`src/rtl/booth_radix8_encoder.sv`:
```
// -----------------------------------------------------------------------------
// booth_radix8_encoder
//
// Radix-8 Booth recoder and partial-product generator. It is the front end of an
// unsigned multiplier. The multiplier operand B is recoded into NUM_TERMS signed
// digits in {-4..+4}. Each digit selects a multiple of the multiplicand M.
// All partial products are packed into one registered bus. A downstream
// compressor/adder tree forms the product as sum_i sext(pp_i) << (3*i).
//
// Latency is one clock. New operands are accepted every cycle and there is no
// handshake.
//
// Optional feature (compile-time macro):
//   BOOTH_DIGIT_OUT_EN  when defined, adds output `digits`. It carries each
//                       recoded digit as 4-bit two's complement and is
//                       registered on the same edge as `result`.
//
// Ports:
//   clk           in   1                clock, rising edge
//   rst_n         in   1                asynchronous active-low reset
//   multiplicand  in   DATA_WIDTH       unsigned operand M
//   multiplier    in   DATA_WIDTH       unsigned operand B (recoded)
//   result        out  CAPACITY_RESULT  packed partial products, term 0 in LSBs
//   digits        out  4*NUM_TERMS      [BOOTH_DIGIT_OUT_EN] digit per term, term 0 in LSBs
// -----------------------------------------------------------------------------
module booth_radix8_encoder #(
  parameter  int DATA_WIDTH      = 6,
  localparam int NUM_TERMS       = (DATA_WIDTH + 5) / 3,
  localparam int PP_WIDTH        = 2 * DATA_WIDTH - 1,
  localparam int CAPACITY_RESULT = PP_WIDTH * NUM_TERMS
) (
  input  logic                       clk,
  input  logic                       rst_n,
  input  logic [DATA_WIDTH-1:0]      multiplicand,
  input  logic [DATA_WIDTH-1:0]      multiplier,
  output logic [CAPACITY_RESULT-1:0] result
`ifdef BOOTH_DIGIT_OUT_EN
  ,
  output logic [4*NUM_TERMS-1:0]     digits
`endif
);

  // The multiplier is zero-extended to 3*NUM_TERMS bits. A zero is appended
  // below bit 0 and serves as b[-1]. The extension is always at least 3 bits,
  // so the top digit can never be negative.
  localparam int EXT_WIDTH = 3 * NUM_TERMS;
  localparam int EXT_PAD   = EXT_WIDTH - DATA_WIDTH;

  logic [EXT_WIDTH:0] b_ext;
  assign b_ext = {{EXT_PAD{1'b0}}, multiplier, 1'b0};

  // Odd multiples of M are precomputed once and shared by every term.
  // 3M is the only multiple that needs an adder.
  logic [PP_WIDTH-1:0] m1, m2, m3, m4;
  assign m1 = {{(PP_WIDTH - DATA_WIDTH){1'b0}}, multiplicand};
  assign m2 = m1 << 1;
  assign m4 = m1 << 2;
  assign m3 = m1 + m2;

  // Combinational partial product per term. The name is kept stable so that
  // debug probes can reach it hierarchically.
  logic [PP_WIDTH-1:0] ir_result [NUM_TERMS];
  logic [3:0]          digit_w   [NUM_TERMS];

  for (genvar g = 0; g < NUM_TERMS; g++) begin : g_term
    logic [3:0]          win;      // {b[3g+2], b[3g+1], b[3g], b[3g-1]}
    logic [3:0]          dig_abs;
    logic [PP_WIDTH-1:0] mag;

    assign win = b_ext[3*g +: 4];

    // d = -4*b2 + 2*b1 + b0 + b-1. The signed 3-bit value {b2,b1,b0} equals
    // -4*b2 + 2*b1 + b0, so only b-1 has to be added. The range -4..+4 fits
    // in 4 bits without overflow.
    assign digit_w[g] = {win[3], win[3], win[2], win[1]} + {3'b000, win[0]};
    assign dig_abs    = digit_w[g][3] ? -digit_w[g] : digit_w[g];

    // NOTE: every always_comb assigns its outputs a default value first, so
    // that no path leaves a signal unassigned and no latch is inferred.
    always_comb begin
      mag = '0;
      case (dig_abs)
        4'd1:    mag = m1;
        4'd2:    mag = m2;
        4'd3:    mag = m3;
        4'd4:    mag = m4;
        default: mag = '0;
      endcase
    end

    // Digit 0 gives mag == 0. Negating zero gives zero, so the output never
    // carries a "-0" pattern.
    assign ir_result[g] = digit_w[g][3] ? -mag : mag;
  end

  // Pack the terms without shifting them. Term i occupies its own PP_WIDTH slice.
  logic [CAPACITY_RESULT-1:0] result_d, result_q;

  always_comb begin
    result_d = '0;
    for (int i = 0; i < NUM_TERMS; i++) begin
      result_d[i*PP_WIDTH +: PP_WIDTH] = ir_result[i];
    end
  end

  // NOTE: sequential state uses non-blocking assignments only, so every
  // register samples pre-edge values regardless of process ordering.
  always_ff @(posedge clk or negedge rst_n) begin
    if (!rst_n) begin
      result_q <= '0;
    end else begin
      result_q <= result_d;
    end
  end

  assign result = result_q;

`ifdef BOOTH_DIGIT_OUT_EN
  logic [4*NUM_TERMS-1:0] digits_d, digits_q;

  always_comb begin
    digits_d = '0;
    for (int i = 0; i < NUM_TERMS; i++) begin
      digits_d[4*i +: 4] = digit_w[i];
    end
  end

  always_ff @(posedge clk or negedge rst_n) begin
    if (!rst_n) begin
      digits_q <= '0;
    end else begin
      digits_q <= digits_d;
    end
  end

  assign digits = digits_q;
`endif

endmodule

```
`config.mk`:
```
export PLATFORM = sky130hd
export DESIGN_NAME = booth_radix8_encoder
export DESIGN_NICKNAME = d
export VERILOG_FILES = /design/src/rtl/booth_radix8_encoder.sv
export SDC_FILE = /design/constraint.sdc
export NUM_CORES = 1
export LEC_CHECK = 0
export BUFFER_PORTS_ARGS = -buffer_cell sky130_fd_sc_hd__buf_2
export CAP_MARGIN = 10
export CELL_PAD_IN_SITES_DETAIL_PLACEMENT = 1
export CELL_PAD_IN_SITES_GLOBAL_PLACEMENT = 1
export CORE_UTILIZATION = 45
export CTS_CLUSTER_SIZE = 28
export DETAILED_ROUTE_END_ITERATION = 7
export PLACE_DENSITY_LB_ADDON = 0.1
export SYNTH_ARGS = -nofsm -noshare
export SYNTH_HDL_FRONTEND = slang
export SYNTH_SLANG_ARGS = --single-unit
```
`constraint.sdc`:
```
create_clock -name clk -period 0.8 [get_ports clk]
set_input_delay 0.12 -clock clk [delete_from_list [all_inputs] [get_ports clk]]
set_output_delay 0.12 -clock clk [all_outputs]
set_load 0.05 [all_outputs]
```
==> results of run 1 <==
-- cell families after synthesis --
kind of cell,synth area share (%)
AND/OR/NAND/NOR,20.9
AO/OA/AOI/OAI,20.3
flip-flops,33.0
buffers and inverters,5.01
adder cells (fa/ha/maj),9.19
XOR/XNOR,6.18
multiplexers,5.24
other,0.177
-- synth_stat cells, types with 3 or more instances --
| library cell | instances | share of area [%] |
|---|---|---|
| a21o_1 | 3 | 1.1 |
| a21oi_1 | 10 | 2.4 |
| a41oi_1 | 4 | 1.6 |
| and2_1 | 9 | 2.6 |
| and3_1 | 3 | 0.88 |
| buf_4 | 5 | 1.8 |
| clkbuf_1 | 5 | 0.88 |
| dfrtp_1 | 28 | 33 |
| ha_1 | 14 | 8.2 |
| inv_1 | 12 | 2.1 |
| mux2_2 | 3 | 1.6 |
| mux2i_1 | 4 | 1.9 |
| nand2_1 | 20 | 3.5 |
| nand3_1 | 8 | 1.9 |
| nand4_1 | 5 | 1.5 |
| nor2_1 | 12 | 2.1 |
| nor2b_1 | 5 | 1.5 |
| nor3_1 | 3 | 0.71 |
| nor3b_1 | 3 | 1.1 |
| o21a_1 | 3 | 1.1 |
| o21ai_0 | 4 | 0.94 |
| o31a_1 | 3 | 1.2 |
| xnor2_1 | 11 | 4.5 |
| xor2_1 | 4 | 1.6 |
-- metrics by stage --
step                setup TNS (ns)  setup WS, ns  std cells  util, %  hold WS [ns]
detailed placement          -34.84         -2.03        378     67.9        0.0752
global placement            -32.30         -1.87        378     67.9        0.0717
floorplan                   -27.62         -1.63        226        -        -0.176
==> summary.md, run 1 <==
| Metric | Value |
|---|---|
| Clock Sinks | 28 |
| Outcome | did not finish |
| FFs w/ async S/R, synth | 100% |
| Total CTS buffers | 3 |
| Final GP Congestion | 0.846 |
| Post-synthesis sequential area ratio | 33.0% |
| EDFF count, synth | 0 |
| Number of synthesis warnings | 0 |
| Postcts setup bufs | 11 |
| Placement Cell Area | 3020 µm² |
| Error msg | [ERROR DPL-0033] detailed placement checks failed during check placement. |
| IO Port Bufs | 41 |
| Failed at | clock tree synthesis (4_1_cts) |
| Post-Syn Instances | 222 |
| Dominant synthesized flop cell | dfrtp_1 |
| FF+latch count, synth | 28 |
| Distinct cells, synth | 56 |
| Clock tree buffer depth | 2 |
| Clk root buf | clkbuf_8 |
| Floorplan row count | 24 |
| Chip height | 70.7 µm |
| Mapped Area | 2120 µm² |
| HPWL Detailed | 6300 µm |
| H-tree levels | 1 |
| Die width | 70.7 µm |
| Hold bufs inserted after CTS | 1 |
| Post_cts resized | 130 |
| Syn avg cell area | 9.57 µm² |
| Top Ports | 47 |
| Starting Density | 47.8% |
==> run 2: changes to the inputs <==
- CELL_PAD_IN_SITES_DETAIL_PLACEMENT: 1 -> default
- CELL_PAD_IN_SITES_GLOBAL_PLACEMENT: 1 -> default
- CORE_UTILIZATION: 45 -> 40
- CTS_CLUSTER_SIZE: 28 -> default
- PLACE_DENSITY_LB_ADDON: 0.1 -> 0.15
==> summary.md, run 2 <==
| Metric | Value |
|---|---|
| Max rail drop VDD | 0.00101 V |
| Total CTS buffers | 3 |
| Starting Density | 41.6% |
| Worst Setup End Kind | register |
| Period utilisation layout | 284% |
| CTS tree | done |
| Top post-synthesis cells by count | 28 x dfrtp_1, 20 x nand2_1, 14 x ha_1 |
| Vias in the first global route | 2049 |
| Filler Cell Count | 358 |
| Clock tree buffer depth | 2 |
| CP Max Fanout | 6 |
| Distinct cells, synth | 56 |
| Drt first pass iters | 5 |
| Non-filler cells, final | 414 |
| Largest cells by area after synthesis | dfrtp_1 33%, ha_1 8.2%, xnor2_1 4.5%, nand2_1 3.5%, and2_1 2.7% |
| Die area | 5610 µm² |
| Floorplan row count | 26 |
| Placement Cell Area | 3040 µm² |
| Peak Freq | 440 MHz |
| IO Port Bufs | 41 |
| Post-route setup slack | -1.47 ns |
| Ant. Diodes | 0 |
| Post-synthesis sequential area ratio | 33.0% |
| Final nets | 374 |
| Largest delay share family, worst path | compound AO/OA/AOI/OAI gates |
| Cells along the critical path | buf_6 -> ha_4 -> ha_4 -> inv_4 -> ha_4 -> a21o_1 -> a221oi_4 -> buf_6 -> buf_12 -> nand4b_1 -> nand3_2 -> a311oi_2 -> nand2_1 -> o31a_1 |
| Initial antenna violation count | 0 |
| Overall routing resource usage | 21.4% |
| Mapped Area | 2120 µm² |
| Area Overhead vs Synth | 76.1% |
| Leakage | 0.00170 µW |
| Dominant synthesized flop cell | dfrtp_1 |
| CP Depth | 14 |
| WP buf/inv | 4 |
| Critical Path RT | 0.95 ns |
| Share of the synthesized area in the top cell type | 33.0% |
| Vias/cell | 5.15 |
| Drt wl/cell | 14.4 µm |
| Setup CP Type | input port to register |
| Post-Syn Instances | 222 |
| Arrival @ worst endpoint | 2.42 ns |
| Clock Sinks | 28 |
| Worst Hold Class | input port to register |
| Initial detailed-routing violation count | 131 |
| WHS Path Cells | 2 |
| Total wire length | 5960 µm |
| DRC Markers | 0 |
| Chip height | 74.9 µm |
| EDFF count, synth | 0 |
| Failing checks | setup timing |
| Fin crit period | 2.27 ns |
| PwrDens | 1820 nW/µm² |
| Commonest non-fill, non-tap cells in the layout | 71 x buf_4, 42 x buf_6, 28 x dfrtp_1, 19 x nand2_1 |
| Final slew viol count | 0 |
| Core Util, Final | 73.3% |
| Biggest area consumer among synthesized cells | dfrtp_1 |
| Seq. cell area | 701 µm² |
| Fin. Hold Viols | 0 |
| Outcome | finished with violations |
| Hold slack | 0.132 ns |
| Max reg flops | 28 |
| Number of synthesis warnings | 0 |
| Most common cell after layout, fill and taps aside | buf_4 |
| RSZ-0062 raised after global routing | yes |
| Final GP Congestion | 0.886 |
| Clock transition at the registers of the reported paths | 0.09 ns |
| HPWL Detailed | 4090 µm |
| H-tree levels | 1 |
| Footprint of the multi-input gates | 1700 µm² |
| Most common cell in the netlist | dfrtp_1 |
| Final setup fails | 49 |
| Core area | 5110 µm² |
| Final Instance Area | 3740 µm² |
| FF+latch count, synth | 28 |
| Total grt overflow | 0 |
| Cell total after placement | 394 |
| FFs w/ async S/R, synth | 100% |
| Maxcap violations | 0 |
| Critical Path Slowest Stage Cell | a311oi_2 |
| Largest net degree at the start of global routing | 29 |
| Top Ports | 47 |
| Syn avg cell area | 9.57 µm² |
| Crit-path max cell delay | 0.28 ns |
| Crit-path most repeated cell | ha_4 |
| Post-route ant nets | 0 |
| Die width | 74.9 µm |
| First-pass GRT wire length | 9280 µm |
| CP startpoint kind | input port |
| Fraction of layout cells with a size suffix above 1 | 55.5% |
| Vias | 2134 |
| Clk root buf | clkbuf_8 |
-- run 2: worst paths after layout --
kind,slack (ns),end,from
min,0.13,result[26]$_DFF_PN0_,multiplicand[4]
max in group asynchronous,0.33,result[14]$_DFF_PN0_,rst_n
max,-1.47,result[21]$_DFF_PN0_,multiplier[2]
min in group asynchronous,0.32,result[8]$_DFF_PN0_,rst_n
-- run 2: layout make-up --
| class | instances | area share, % |
|---|---|---|
| multi-input combinational | 175 | 45.4 |
| timing repair buffer | 125 | 30.6 |
| sequential | 28 | 18.7 |
| tap | 70 | 2.34 |
| clock buffer | 4 | 1.47 |
| inverter | 12 | 1.47 |
-- run 2: what timing repair did --
action / CTS / global route
setup endpoints to repair: 49 / 49
gates resized for setup: 111 / 16
buffers inserted: 9 / 5
hold buffers: 1 / 0
endpoints found under the hold margin: 28 / 0
cloned: 0 / 1
pin swaps: 18 / 8
-- run 2: cells by family after synthesis --
| family | share of synthesized area (%) |
|---|---|
| other | 0.177 |
| muxes | 5.24 |
| buffers and inverters | 5.01 |
| adders and majority gates | 9.19 |
| and+or+nand+nor | 20.9 |
| AOI/OAI and AO/OA | 20.3 |
| xor gates and xnor gates | 6.18 |
| DFF | 33.0 |
-- run 2: layer usage --
metal	global-route usage (%)	vias to the layer above	routed length (µm)
li1	-	1046	-
met3	2.41	6	232
met4	4.40	0	81
met2	38.5	55	3110
met5	0	-	0
met1	27.7	1027	2540
-- run 2: metrics by stage --
stage	total power [µW]	setup TNS [ns]	setup WS, ns
after CTS	6580	-27.58	-1.41
after detailed placement	4940	-32.22	-1.82
final	6810	-28.37	-1.47
after global placement	4900	-31.66	-1.75
after floorplan	3940	-27.62	-1.63
after global routing	7160	-30.48	-1.51
-- run 2: where the power goes --
| group | internal, µW | total (µW) | leakage (µW) | switching [µW] |
|---|---|---|---|---|
| registers | 1660 | 1770 | 0.000346 | 112 |
| logic | 1910 | 4190 | 0.00133 | 2280 |
| clock network | 439 | 845 | 0.0000288 | 406 |
| total | 4000 | 6810 | 0.00170 | 2800 |
Power figures use the tool's default switching activity.
==> run 3: changes to the inputs <==
- ABC_AREA: default -> 1
- REMOVE_ABC_BUFFERS: default -> 1
==> summary.md, run 3 <==
| Metric | Value |
|---|---|
| FF+latch count, synth | 28 |
| Peak Freq | 514 MHz |
| Vias in the first global route | 2036 |
| Post-route ant nets | 0 |
| Distinct cells, synth | 29 |
| Vias/cell | 4.72 |
| Clock Sinks | 28 |
| Post-route setup slack | -1.15 ns |
| CP startpoint kind | input port |
| Most common cell after layout, fill and taps aside | nand2_1 |
| CTS tree | done |
| Worst slew margin | 66.5% |
| Final Instance Area | 3540 µm² |
| Total wire length | 5840 µm |
| Final GP Congestion | 0.909 |
| Fin crit period | 1.95 ns |
| Critical path endpoint | result[17]$_DFF_PN0_ |
| Biggest area consumer among synthesized cells | dfrtp_1 |
| Filler Cell Count | 433 |
| Ant. Diodes | 0 |
| Most common cell in the netlist | nand2_1 |
| DRC Markers | 0 |
| Leakage | 0.00187 µW |
| CP startpoint | multiplier[3] |
| Clock transition at the registers of the reported paths | 0.08 ns |
| First-pass GRT wire length | 8970 µm |
| Post-Syn Instances | 300 |
| Largest cells by area after synthesis | dfrtp_1 32%, nand2_1 15%, ha_1 8.1%, inv_1 7.6%, nand3_1 6.5% |
| Max rail drop VDD | 0.000960 V |
| Top post-synthesis cells by count | 88 x nand2_1, 44 x inv_1, 28 x dfrtp_1, 28 x nand3_1, 19 x nor2_1 |
| Clock tree buffer depth | 2 |
| Period utilisation layout | 243% |
| Die area | 5720 µm² |
| Share of the synthesized area in the top cell type | 32.3% |
| Placement Cell Area | 2790 µm² |
| Vias | 2204 |
| Drt wl/cell | 12.5 µm |
| Final nets | 428 |
| FFs w/ async S/R, synth | 100% |
| Critical Path RT | 0.96 ns |
| Syn avg cell area | 7.22 µm² |
| Commonest non-fill, non-tap cells in the layout | 66 x nand2_1, 53 x buf_4, 37 x inv_1, 33 x buf_6, 28 x dfrtp_1 |
| Setup CP Type | input port to register |
| Initial detailed-routing violation count | 44 |
| H-tree levels | 1 |
| Area Overhead vs Synth | 63.6% |
| Floorplan row count | 26 |
| PwrDens | 1770 nW/µm² |
| Total CTS buffers | 3 |
| Core area | 5170 µm² |
| RSZ-0062 raised after global routing | yes |
| CP Max Fanout | 3 |
| Seq. cell area | 701 µm² |
| Chip height | 75.6 µm |
| Die width | 75.6 µm |
| HPWL Detailed | 4160 µm |
| Worst Setup End Kind | register |
| Largest net degree at the start of global routing | 29 |
| Maxcap violations | 0 |
| Worst-Margin Slew | 0.498 ns |
| IO Port Bufs | 41 |
| Number of synthesis warnings | 0 |
| Fraction of layout cells with a size suffix above 1 | 51.9% |
| Fin. Hold Viols | 0 |
| Top Ports | 47 |
| Mapped Area | 2170 µm² |
| Total power | 6280 µW |
| Outcome | finished with violations |
| Clk root buf | clkbuf_8 |
| Overall routing resource usage | 20.6% |
| EDFF count, synth | 0 |
| Final setup fails | 49 |
| Initial antenna violation count | 0 |
| Drt first pass iters | 4 |
| Dominant synthesized flop cell | dfrtp_1 |
| Total grt overflow | 0 |
| Footprint of the multi-input gates | 1620 µm² |
| Worst Hold Class | input port to register |
| Arrival @ worst endpoint | 2.10 ns |
| Final slew viol count | 0 |
| Max reg flops | 28 |
| Starting Density | 41.9% |
| Failing checks | setup timing |
| Post-synthesis sequential area ratio | 32.3% |
run 3: logic make-up after synthesis:
logic type | count (synthesis) | synth area share, %
AOI/OAI and AO/OA | 21 | 5.14
xor gates and xnor gates | 8 | 3.23
adders and majority gates | 15 | 9.01
buffers and inverters | 56 | 11.8
DFF | 28 | 32.3
other | 1 | 0.173
and+or+nand+nor | 171 | 38.3
run 3: final cells by class:
class	count	area share, %
well taps	70	2.47
inverters	47	5.19
repair buffers	99	25.7
multi-input cells	220	45.7
flip-flops and latches	28	19.8
clock buffers	3	1.16
run 3: metal layers:
layer  GRT usage [%]  up-vias  share of wire [%]
li1                -     1127                  -
met1            26.0     1016                 44
met2            36.6       51                 52
met3            1.59       10                2.3
met4            7.61        0                2.0
met5               0        -                  0
run 3: worst min-delay path by stage:
| stage | depth (start not counted) | slack (ns) | start | endpoint |
|---|---|---|---|---|
| 2_1_floorplan | 0 | -0.18 | rst_n | result[0]$_DFF_PN0_ |
| 3_3_place_gp | 2 | 0.07 | rst_n | result[2]$_DFF_PN0_ |
| 3_5_place_dp | 2 | 0.07 | rst_n | result[2]$_DFF_PN0_ |
| 4_1_cts | 3 | 0.22 | multiplier[2] | result[1]$_DFF_PN0_ |
| 5_1_grt | 4 | 0.27 | multiplicand[0] | result[22]$_DFF_PN0_ |
| 6_report | 4 | 0.25 | multiplicand[0] | result[22]$_DFF_PN0_ |
run 3: worst max-delay path, stage by stage:
cell and delay, ns:
buf_6 0.10, ha_4 0.16, ha_4 0.28, inv_4 0.04
ha_4 0.15, inv_4 0.06, nand3_2 0.09, nand2_4 0.10
nand2_4 0.06, nor2_4 0.19, nand3_2 0.11, and3_4 0.21
ha_4 0.18, nand3_4 0.08, nand2_4 0.06, nand3b_1 0.08
nand2_1 0.05
run 3: power by group:
group	switching [µW]	internal, µW	total (µW)	leakage, µW
clock network	353	336	689	0.0000216
registers	111	1660	1770	0.000346
logic	2300	1520	3820	0.00150
run 3: repair_timing:
item,CTS,global route
setup buffers,6,3
cloned,0,1
pin swaps,39,37
hold buffers,1,0
resized for setup,112,58
endpoints found under the hold margin,28,0
endpoints found under the setup margin,49,50
run 3: stage by stage:
step           cells  setup TNS, ns  utilization (%)  hold WS, ns  setup WS, ns
6_report         467         -21.57             68.5        0.247         -1.15
5_1_grt          467         -24.36             68.5        0.268         -1.25
4_1_cts          463         -20.86             63.0        0.223         -1.06
3_5_place_dp     455         -28.08             53.9       0.0741         -1.62
3_3_place_gp     455         -27.08             53.9       0.0737         -1.53
2_1_floorplan    295         -22.79                -       -0.176         -1.52
